### config.mk
export PLATFORM = sky130hd
export DESIGN_NAME = spi_ram_arbiter
export DESIGN_NICKNAME = d
export VERILOG_FILES = /design/src/rtl/spi_ram_arbiter.sv
export SDC_FILE = /design/constraint.sdc
export NUM_CORES = 1
export LEC_CHECK = 0
export ABC_AREA = 1
export BUFFER_PORTS_ARGS = -buffer_cell sky130_fd_sc_hd__clkbuf_2
export CAP_MARGIN = 20
export CORE_MARGIN = 3
export CORE_UTILIZATION = 25
export CTS_BUF_LIST = sky130_fd_sc_hd__clkbuf_2 sky130_fd_sc_hd__clkbuf_4 sky130_fd_sc_hd__clkbuf_8
export DETAILED_ROUTE_END_ITERATION = 12
export GPL_TIMING_DRIVEN = 0
export PLACE_DENSITY = 0.56
export SLEW_MARGIN = 20
export SYNTH_ARGS = -nofsm -noshare
export SYNTH_HDL_FRONTEND = slang
export SYNTH_SLANG_ARGS = --single-unit
export TNS_END_PERCENT = 10
### constraint.sdc
create_clock -name clk -period 3.3 [get_ports clk]
set_clock_uncertainty 0.2 [all_clocks]
set_input_delay 0.66 -clock clk [delete_from_list [all_inputs] [get_ports clk]]
set_output_delay 0.66 -clock clk [all_outputs]
set_load 0.02 [all_outputs]
### src/rtl/spi_ram_arbiter.sv
// spi_ram_arbiter: round-robin arbiter that serialises NUM_REQ requesters onto the SPI RAM two-frame command port
// Ports:
//   clk, rst_n       clock, asynchronous active-low reset
//   req_i            per-requester level request
//   req_we_i         per-requester op, 1 = write, 0 = read
//   req_addr_i       packed addresses, requester i at [i*ADDR_SIZE +: ADDR_SIZE]
//   req_wdata_i      packed write data, requester i at [i*MEM_WIDTH +: MEM_WIDTH]
//   ack_o            one-hot single-cycle completion pulse
//   rdata_o          read data, valid with ack_o
//   rd_err_o         read timeout flag, valid with ack_o
//   busy_o           high whenever a transaction is in flight
//   rx_data_o        RAM frame, control code in the top two bits
//   rx_valid_o       RAM frame valid
//   tx_valid_i       RAM read data valid
//   dout_i           RAM read data
// Optional: define SPI_ARB_ADDR_SKIP_EN to skip the address frame when it repeats the last one sent for that op.
module spi_ram_arbiter #(
  parameter int NUM_REQ    = 2,
  parameter int MEM_WIDTH  = 8,
  parameter int ADDR_SIZE  = 8,
  parameter int RD_TIMEOUT = 15
) (
  input  logic                           clk,
  input  logic                           rst_n,
  input  logic [NUM_REQ-1:0]             req_i,
  input  logic [NUM_REQ-1:0]             req_we_i,
  input  logic [NUM_REQ*ADDR_SIZE-1:0]   req_addr_i,
  input  logic [NUM_REQ*MEM_WIDTH-1:0]   req_wdata_i,
  output logic [NUM_REQ-1:0]             ack_o,
  output logic [MEM_WIDTH-1:0]           rdata_o,
  output logic                           rd_err_o,
  output logic                           busy_o,
  output logic [MEM_WIDTH+1:0]           rx_data_o,
  output logic                           rx_valid_o,
  input  logic                           tx_valid_i,
  input  logic [MEM_WIDTH-1:0]           dout_i
);
  localparam int IW = $clog2(NUM_REQ);
  localparam int CW = $clog2(RD_TIMEOUT + 1);
  localparam logic [1:0] WR_ADDR = 2'b00, WR_DATA = 2'b01, RD_ADDR = 2'b10, RD_DATA = 2'b11;
  typedef enum logic [2:0] {IDLE, ADDR, DATA, WAIT, ACK} state_t;
  state_t                 state_q;
  logic [IW-1:0]          ptr_q, win_q, win;
  logic                   we_q;
  logic [MEM_WIDTH-1:0]   wdata_q, rdata_q;
  logic [CW-1:0]          cnt_q;
  logic [NUM_REQ-1:0]     ack_q;
  logic                   rd_err_q, busy_q, rx_valid_q;
  logic [MEM_WIDTH+1:0]   rx_data_q;
  logic [IW:0]            t;
  logic                   g_we;
  logic [ADDR_SIZE-1:0]   g_addr;
  logic [MEM_WIDTH-1:0]   g_wdata;
  logic [MEM_WIDTH+1:0]   a_frame;
  // Scan from the farthest candidate to the nearest so the first set bit after ptr_q is the last one written.
  always_comb begin
    win = ptr_q;
    t = '0;
    for (int k = NUM_REQ; k >= 1; k--) begin
      t = {1'b0, ptr_q} + (IW+1)'(k);
      t = t >= (IW+1)'(NUM_REQ) ? t - (IW+1)'(NUM_REQ) : t;
      win = req_i[t[IW-1:0]] ? t[IW-1:0] : win;
    end
  end
  assign g_we    = req_we_i[win];
  assign g_addr  = req_addr_i[win*ADDR_SIZE +: ADDR_SIZE];
  assign g_wdata = req_wdata_i[win*MEM_WIDTH +: MEM_WIDTH];
  assign a_frame = {g_we ? WR_ADDR : RD_ADDR, MEM_WIDTH'(g_addr)};
`ifdef SPI_ARB_ADDR_SKIP_EN
  logic [ADDR_SIZE-1:0] lwa_q, lra_q;
  logic                 lwv_q, lrv_q, hit;
  assign hit = g_we ? (lwv_q && lwa_q == g_addr) : (lrv_q && lra_q == g_addr);
`endif
  always_ff @(posedge clk or negedge rst_n) begin
    if (!rst_n) begin
      state_q    <= IDLE;
      ptr_q      <= IW'(NUM_REQ - 1);
      win_q      <= '0;
      we_q       <= 1'b0;
      wdata_q    <= '0;
      rdata_q    <= '0;
      cnt_q      <= '0;
      ack_q      <= '0;
      rd_err_q   <= 1'b0;
      busy_q     <= 1'b0;
      rx_valid_q <= 1'b0;
      rx_data_q  <= '0;
`ifdef SPI_ARB_ADDR_SKIP_EN
      lwa_q      <= '0;
      lra_q      <= '0;
      lwv_q      <= 1'b0;
      lrv_q      <= 1'b0;
`endif
    end else begin
      ack_q <= '0;
      case (state_q)
        IDLE: if (|req_i) begin
          win_q      <= win;
          ptr_q      <= win;
          we_q       <= g_we;
          wdata_q    <= g_wdata;
          rdata_q    <= '0;
          rd_err_q   <= 1'b0;
          busy_q     <= 1'b1;
          rx_valid_q <= 1'b1;
`ifdef SPI_ARB_ADDR_SKIP_EN
          if (hit) begin
            state_q   <= DATA;
            rx_data_q <= g_we ? {WR_DATA, g_wdata} : {RD_DATA, {MEM_WIDTH{1'b0}}};
          end else begin
            state_q   <= ADDR;
            rx_data_q <= a_frame;
            if (g_we) begin
              lwa_q <= g_addr;
              lwv_q <= 1'b1;
            end else begin
              lra_q <= g_addr;
              lrv_q <= 1'b1;
            end
          end
`else
          state_q   <= ADDR;
          rx_data_q <= a_frame;
`endif
        end
        ADDR: begin
          rx_data_q <= we_q ? {WR_DATA, wdata_q} : {RD_DATA, {MEM_WIDTH{1'b0}}};
          state_q   <= DATA;
        end
        DATA: begin
          rx_valid_q <= 1'b0;
          cnt_q      <= '0;
          state_q    <= we_q ? ACK : WAIT;
          if (we_q) ack_q[win_q] <= 1'b1;
        end
        WAIT: begin
          if (tx_valid_i) begin
            rdata_q       <= dout_i;
            rd_err_q      <= 1'b0;
            ack_q[win_q]  <= 1'b1;
            state_q       <= ACK;
          end else if (cnt_q == CW'(RD_TIMEOUT - 1)) begin
            rdata_q       <= '0;
            rd_err_q      <= 1'b1;
            ack_q[win_q]  <= 1'b1;
            state_q       <= ACK;
          end else begin
            cnt_q <= cnt_q + 1'b1;
          end
        end
        ACK: begin
          busy_q  <= 1'b0;
          state_q <= IDLE;
        end
        default: state_q <= IDLE;
      endcase
    end
  end
  assign ack_o      = ack_q;
  assign rdata_o    = rdata_q;
  assign rd_err_o   = rd_err_q;
  assign busy_o     = busy_q;
  assign rx_data_o  = rx_data_q;
  assign rx_valid_o = rx_valid_q;
endmodule

# Word level (Yosys, flattened, before mapping)
# Cells that the tools add are included.
[totals] register_bits=41 input_bits=47 out_inout_bits=23 elab_cells=89
[classes] n_addsub=5 order_cmp=7 n_eq_ne=9 n_shift=2 mux=39 n_reduce_logical=15
[ops] operator="variable part select 16 x 5 -> 8 bit" count=2
[ops] operator="2-to-1 mux 8 bit" count=3
[ops] operator="2-to-1 mux 10 bit" count=2
[ops] operator="case mux 10 bit (2 select lines)" count=1
[ops] operator="case mux 8 bit (2 select lines)" count=1
[ops] operator="2-to-1 mux 1 bit" count=15
[ops] operator="2-to-1 mux 3 bit" count=4
[ops] operator="case mux 3 bit (4 select lines)" count=1
[ops] operator="AND reduction 2 bit" count=5
[ops] operator="nonzero test 2 bit" count=5
[ops] operator="< comparator 1 x 2 -> 1 bit, second input constant" count=4
[ops] operator="2-to-1 mux 2 bit" count=4
[ops] operator="2-to-1 mux 4 bit" count=2
[ops] operator="case mux 4 bit (2 select lines)" count=1
[ops] operator="== test 3 x 2 -> 1 bit, second input constant" count=2
[ops] operator="!= test 2 bit, second input constant" count=3
[ops] operator="case mux 1 bit (2 select lines)" count=3
[ops] operator="AND reduction 3 bit" count=2
[ops] operator="adder 4 x 1 -> 4 bit, second input constant" count=1
[ops] operator="== test 4 bit, second input constant" count=1
[ops] operator="greater-or-equal comparator 2 bit, second input constant" count=2
[ops] operator="case mux 2 bit (2 select lines)" count=1
[ops] operator="== test 3 x 1 -> 1 bit, second input constant" count=1
[ops] operator="== test 3 bit, second input constant" count=1
[ops] operator="other kinds (9)" count=10

# Longest topological paths before layout
[logic_depth] word_depth=12 depth_mapped=8 mapped_depth_nobuf=8

# Worst setup path before layout
# Ideal clock, no wire load.
[synth_timing] kind="in2reg" from="in req_i[1]" to="reg rx_data_q[0] (netlist: rx_data_o[0])" setup_time_ns=0.122 arrival_ns=1.365 required_ns=2.978 setup_slack_ns=1.613 stages=6 n_path_buf=0 path_cell_list="inv_1 > nand2_1 > o21ai_2 > inv_2 > nor2_1 > a21oi_1"
[synth_between] elab_chain_cells=7 elab_cells_between_ends=12 cone_classes="eq/ne: 1; shift: 1; mux: 8; reduce/logical: 2"
[synth_rtl] element="start: declaration" line="25" rtl="input logic [NUM_REQ-1:0] req_i,"
[synth_rtl] element="2-to-1 mux 1 bit (not written as such) (2 in series)" line="62" rtl="win = req_i[t[IW-1:0]] ? t[IW-1:0] : win;"
[synth_rtl] element="2-to-1 mux 1 bit (2 in series)" line="62"
[synth_rtl] element="variable part select 16 x 5 -> 8 bit" line="66" rtl="assign g_addr = req_addr_i[win*ADDR_SIZE +: ADDR_SIZE];"
[synth_rtl] element="2-to-1 mux 10 bit" line="97" rtl="IDLE: if (|req_i) begin"
[synth_rtl] element="case mux 10 bit (2 select lines)" line="96" rtl="case (state_q)"
[synth_rtl] element="end signal: assignment" line="123" rtl="rx_data_q <= a_frame;"
[synth_rtl] element="end signal: assignment" line="127" rtl="rx_data_q <= we_q ? {WR_DATA, wdata_q} : {RD_DATA, {MEM_WIDTH{1'b0}}};"
[synth_rtl] element="end: declaration" line="49" rtl="logic [MEM_WIDTH+1:0] rx_data_q;"
# Several ways; a longest one is shown, not always the timed one. The select of a mux whose other input is x is not followed.
# A chain may end at the register's enable or synchronous reset.

# Worst setup path in the final report
[layout_timing] from="in req_i[1]" to="reg rx_data_q[6] (netlist: rx_data_o[6])"
# The elaborated chain is that of the path after synthesis.

==> flow_summary.json <==
{
  "status": "finished clean",
  "post-cts-setup-buffers": 0,
  "row_count": 33,
  "fin_tns_setup_ns": 0,
  "clock_path_buffers": 2,
  "place.detailed.instances": 445,
  "holdBufCountCts": 0,
  "finalSetupViolCount": 0,
  "clk_latency_ns": 0.29,
  "total_power_mw": 2.60,
  "irDropWorstVdd_uv": 303,
  "antenna_found_initial": 0,
  "floorplan.die_area_sq_um": 9720,
  "tightest_slew_ns": 0.924,
  "maxSlewHeadroom_pct": 38.4,
  "starting_density_of_the_core_pct": 26.0,
  "routed_wire_length_per_instance_um": 11.9,
  "netlist_area_before_placement_sq_um": 2140,
  "postLayoutCellArea_sq_um": 2740,
  "clock_power_share_pct": 15.8,
  "sw_frac_of_total_pct": 45.5,
  "drtAntennaViolNets": 0,
  "worst_setup_path_startpoint": "req_i[1]",
  "period_minus_slack_ns": 1.76,
  "die_h_um": 98.6,
  "wire_length_of_the_first_global_routing_pass_um": 9130,
  "clkTransAtPathRegs_ns": 0.08,
  "final_cell_count_no_fill": 453,
  "cp_data_required_time_ns": 3.27,
  "grt_max_degree": 42,
  "critical_path.reg2reg.startpoint": "ptr_q$_DFFE_PN1P_",
  "post_cts_resize_count": 0,
  "yosysWarnings": 0,
  "dp_slack_ns": 1.26,
  "setup.worst_path.start_class": "primary input",
  "placeableCoreArea_sq_um": 8260,
  "drive_gt1_share_pct": 30.7,
  "sequential_area_share_after_synthesis_pct": 47.9,
  "cell_area_reported_after_detailed_placement_sq_um": 2620,
  "detailroute.via_count": 1930,
  "drv_slew": 0,
  "port-buffer-count": 69,
  "routability_congestion_estimate": 0.763,
  "ys_async_sr_fraction_pct": 100,
  "maxClockFrequency_mhz": 567,
  "cts_tree": "built",
  "layout_setup_ws_ns": 1.54,
  "n_fill_cell": 882,
  "final_min_period_over_clock_period_pct": 53.4,
  "worst_hold_path_type": "register to register",
  "avgViaCountPerCell": 4.26,
  "drt_drc_violations_left": 0,
  "leading_register_cell_type_out_of_synthesis": "sky130_fd_sc_hd__dfrtp_1",
  "floorplan.io_pins": 70,
  "cts_inserted_buffers": 5,
  "ff2ff_setup_slack_ns": 1.58,
  "r2r-end": "wdata_q[1]$_DFFE_PN0P_",
  "grt_setup_unrepaired": "false",
  "power_density_nw_per_um2": 949,
  "gr_util_all_layers_pct": 11.4,
  "hold_path_end": "ack_o[0]$_DFF_PN0_",
  "number_of_enable_type_register_cells_in_the_synthesized_netlist": 0,
  "end_kind": "register",
  "timing.critical_path.fanout_max": 10,
  "via_count_of_the_first_global_routing_pass": 1859,
  "p_int_mw": 1.42,
  "nets": 396,
  "synth-seq-cells": 41,
  "fp.dieW_um": 98.6,
  "totalWireLength_um": 5380,
  "comb_power_share_pct": 50.4,
  "power.net_switching_mw": 1.18,
  "leakage_nw": 1.48,
  "antenna_cells_inserted": 0,
  "synth.avg_cell_area_sq_um": 7.91,
  "gr-total-overflow": 0,
  "timing.hold.worst.start": "win_q$_DFFE_PN0P_",
  "setup.worst_path.class": "primary input to register",
  "synth_fp_nets": 320,
  "detailed_place_hpwl_um": 4170,
  "areaGrowthSynthToFinish_pct": 27.6,
  "cts.sinks": 41,
  "cts_max_level": 2,
  "pwr-share-seq_pct": 33.8,
  "drt_pre_antenna_iters": 4,
  "hold_ws_ns": 0.253,
  "synth_cells": 271,
  "drt_iter0_drc": 44,
  "worstRegToRegCells": 6,
  "final_core_utilization_pct": 33.1,
  "min_path_cells": 1,
  "final-hold-violation-count": 0,
  "drv_cap": 0,
  "synth.distinct_cells": 23,
  "cts_root_buffer": "sky130_fd_sc_hd__clkbuf_8",
  "arrival_ns": 1.74
}
==> synthesized netlist by cell type (3+ instances only) <==
library cell | instances | area (sq um)
sky130_fd_sc_hd__buf_6 | 3 | 33.8
sky130_fd_sc_hd__dfrtp_1 | 40 | 1000
sky130_fd_sc_hd__nand2_1 | 74 | 278
sky130_fd_sc_hd__o21ai_0 | 14 | 70.1
sky130_fd_sc_hd__nor3_1 | 3 | 15.0
sky130_fd_sc_hd__nor2_4 | 3 | 33.8
sky130_fd_sc_hd__nor2_1 | 41 | 154
sky130_fd_sc_hd__o21ai_2 | 12 | 105
sky130_fd_sc_hd__nand2_4 | 3 | 33.8
sky130_fd_sc_hd__a21oi_1 | 8 | 40.0
sky130_fd_sc_hd__inv_1 | 29 | 109
sky130_fd_sc_hd__nand2_2 | 3 | 18.8
sky130_fd_sc_hd__nand3_1 | 27 | 135
==> logic make-up after synthesis <==
kind of cell    share of synthesized area, %
simple gates                            32.3
flops                                   47.9
xor+xnor                               0.409
buf+inv                                 7.88
compound gates                          10.3
fa+ha+maj                               1.17
==> flip-flops by register name (all words and copies together), names as in the netlist <==
| signal | count |
|---|---|
| ack_o | 2 |
| busy_o | 1 |
| cnt_q | 4 |
| ptr_q | 1 |
| rd_err_o | 1 |
| rdata_o | 8 |
| rx_data_o | 10 |
| rx_valid_o | 1 |
| state_q | 3 |
| wdata_q | 8 |
| we_q | 1 |
| win_q | 1 |
==> critical path, cell delays in order <==
cell and delay [ns]:
sky130_fd_sc_hd__clkbuf_2 0.10, sky130_fd_sc_hd__inv_1 0.08, sky130_fd_sc_hd__nand2_1 0.11, sky130_fd_sc_hd__o21ai_2 0.39, sky130_fd_sc_hd__inv_2 0.20, sky130_fd_sc_hd__nor2_1 0.14
sky130_fd_sc_hd__a21oi_1 0.05
==> per-layer routing <==
| metal | vias up | GRT usage [%] | routed length (um) |
|---|---|---|---|
| met5 | - | 0 | 0 |
| met4 | 0 | 2.84 | 36 |
| met3 | 4 | 2.83 | 374 |
| met2 | 58 | 16.5 | 2290 |
| met1 | 858 | 17.1 | 2690 |
| li1 | 1010 | - | - |
==> power by group through the flow <==
stage	Sequential (mW)	Combinational [mW]	Clock [mW]
after CTS	0.879	1.33	0.428
after detailed placement	0.888	1.33	0
after global routing	0.907	1.48	0.451
after floorplan	1.03	0.779	0
final	0.877	1.31	0.410
after global placement	0.884	1.31	0
==> worst max-delay path by stage <==
stage | slack [ns] | end
3_5_place_dp | 1.26 | rx_data_o[7]$_DFFE_PN0P_
4_1_cts | 1.57 | wdata_q[1]$_DFFE_PN0P_
2_1_floorplan | 1.61 | rx_data_o[0]$_DFFE_PN0P_
6_report | 1.54 | rx_data_o[6]$_DFFE_PN0P_
3_3_place_gp | 1.31 | rx_data_o[1]$_DFFE_PN0P_
5_1_grt | 1.43 | wdata_q[1]$_DFFE_PN0P_
==> layout by cell type (no fill, tap or decap) <==
cell type / instances
sky130_fd_sc_hd__clkbuf_2: 68
sky130_fd_sc_hd__nor3_1: 3
sky130_fd_sc_hd__ha_1: 2
sky130_fd_sc_hd__nand3_4: 1
sky130_fd_sc_hd__dfrtp_1: 40
sky130_fd_sc_hd__nor2_2: 1
sky130_fd_sc_hd__nor2_1: 41
sky130_fd_sc_hd__nand2_2: 3
sky130_fd_sc_hd__a21oi_1: 8
sky130_fd_sc_hd__nand3_1: 27
sky130_fd_sc_hd__clkbuf_8: 6
sky130_fd_sc_hd__nand2_1: 74
sky130_fd_sc_hd__a31oi_1: 1
sky130_fd_sc_hd__clkinv_4: 1
sky130_fd_sc_hd__inv_2: 1
sky130_fd_sc_hd__nor2_4: 3
sky130_fd_sc_hd__dfstp_2: 1
sky130_fd_sc_hd__inv_1: 29
sky130_fd_sc_hd__o21ai_2: 12
sky130_fd_sc_hd__nand2_4: 3
sky130_fd_sc_hd__clkbuf_4: 1
sky130_fd_sc_hd__buf_6: 3
sky130_fd_sc_hd__xor2_1: 1
sky130_fd_sc_hd__o21ai_0: 14
sky130_fd_sc_hd__bufinv_16: 1
sky130_fd_sc_hd__clkbuf_1: 1
sky130_fd_sc_hd__buf_2: 2
==> layout make-up <==
class	count	area, sq um	share of cell area, %
buffer	6	56.3	2.06
clock buffer	6	76.3	2.79
clock inverter	2	38.8	1.42
inverter	30	113	4.12
multi-input combinational	194	947	34.6
sequential	41	1030	37.6
tap	105	131	4.80
timing repair buffer	69	345	12.6
No activity file was read; power rests on OpenSTA's default activity.
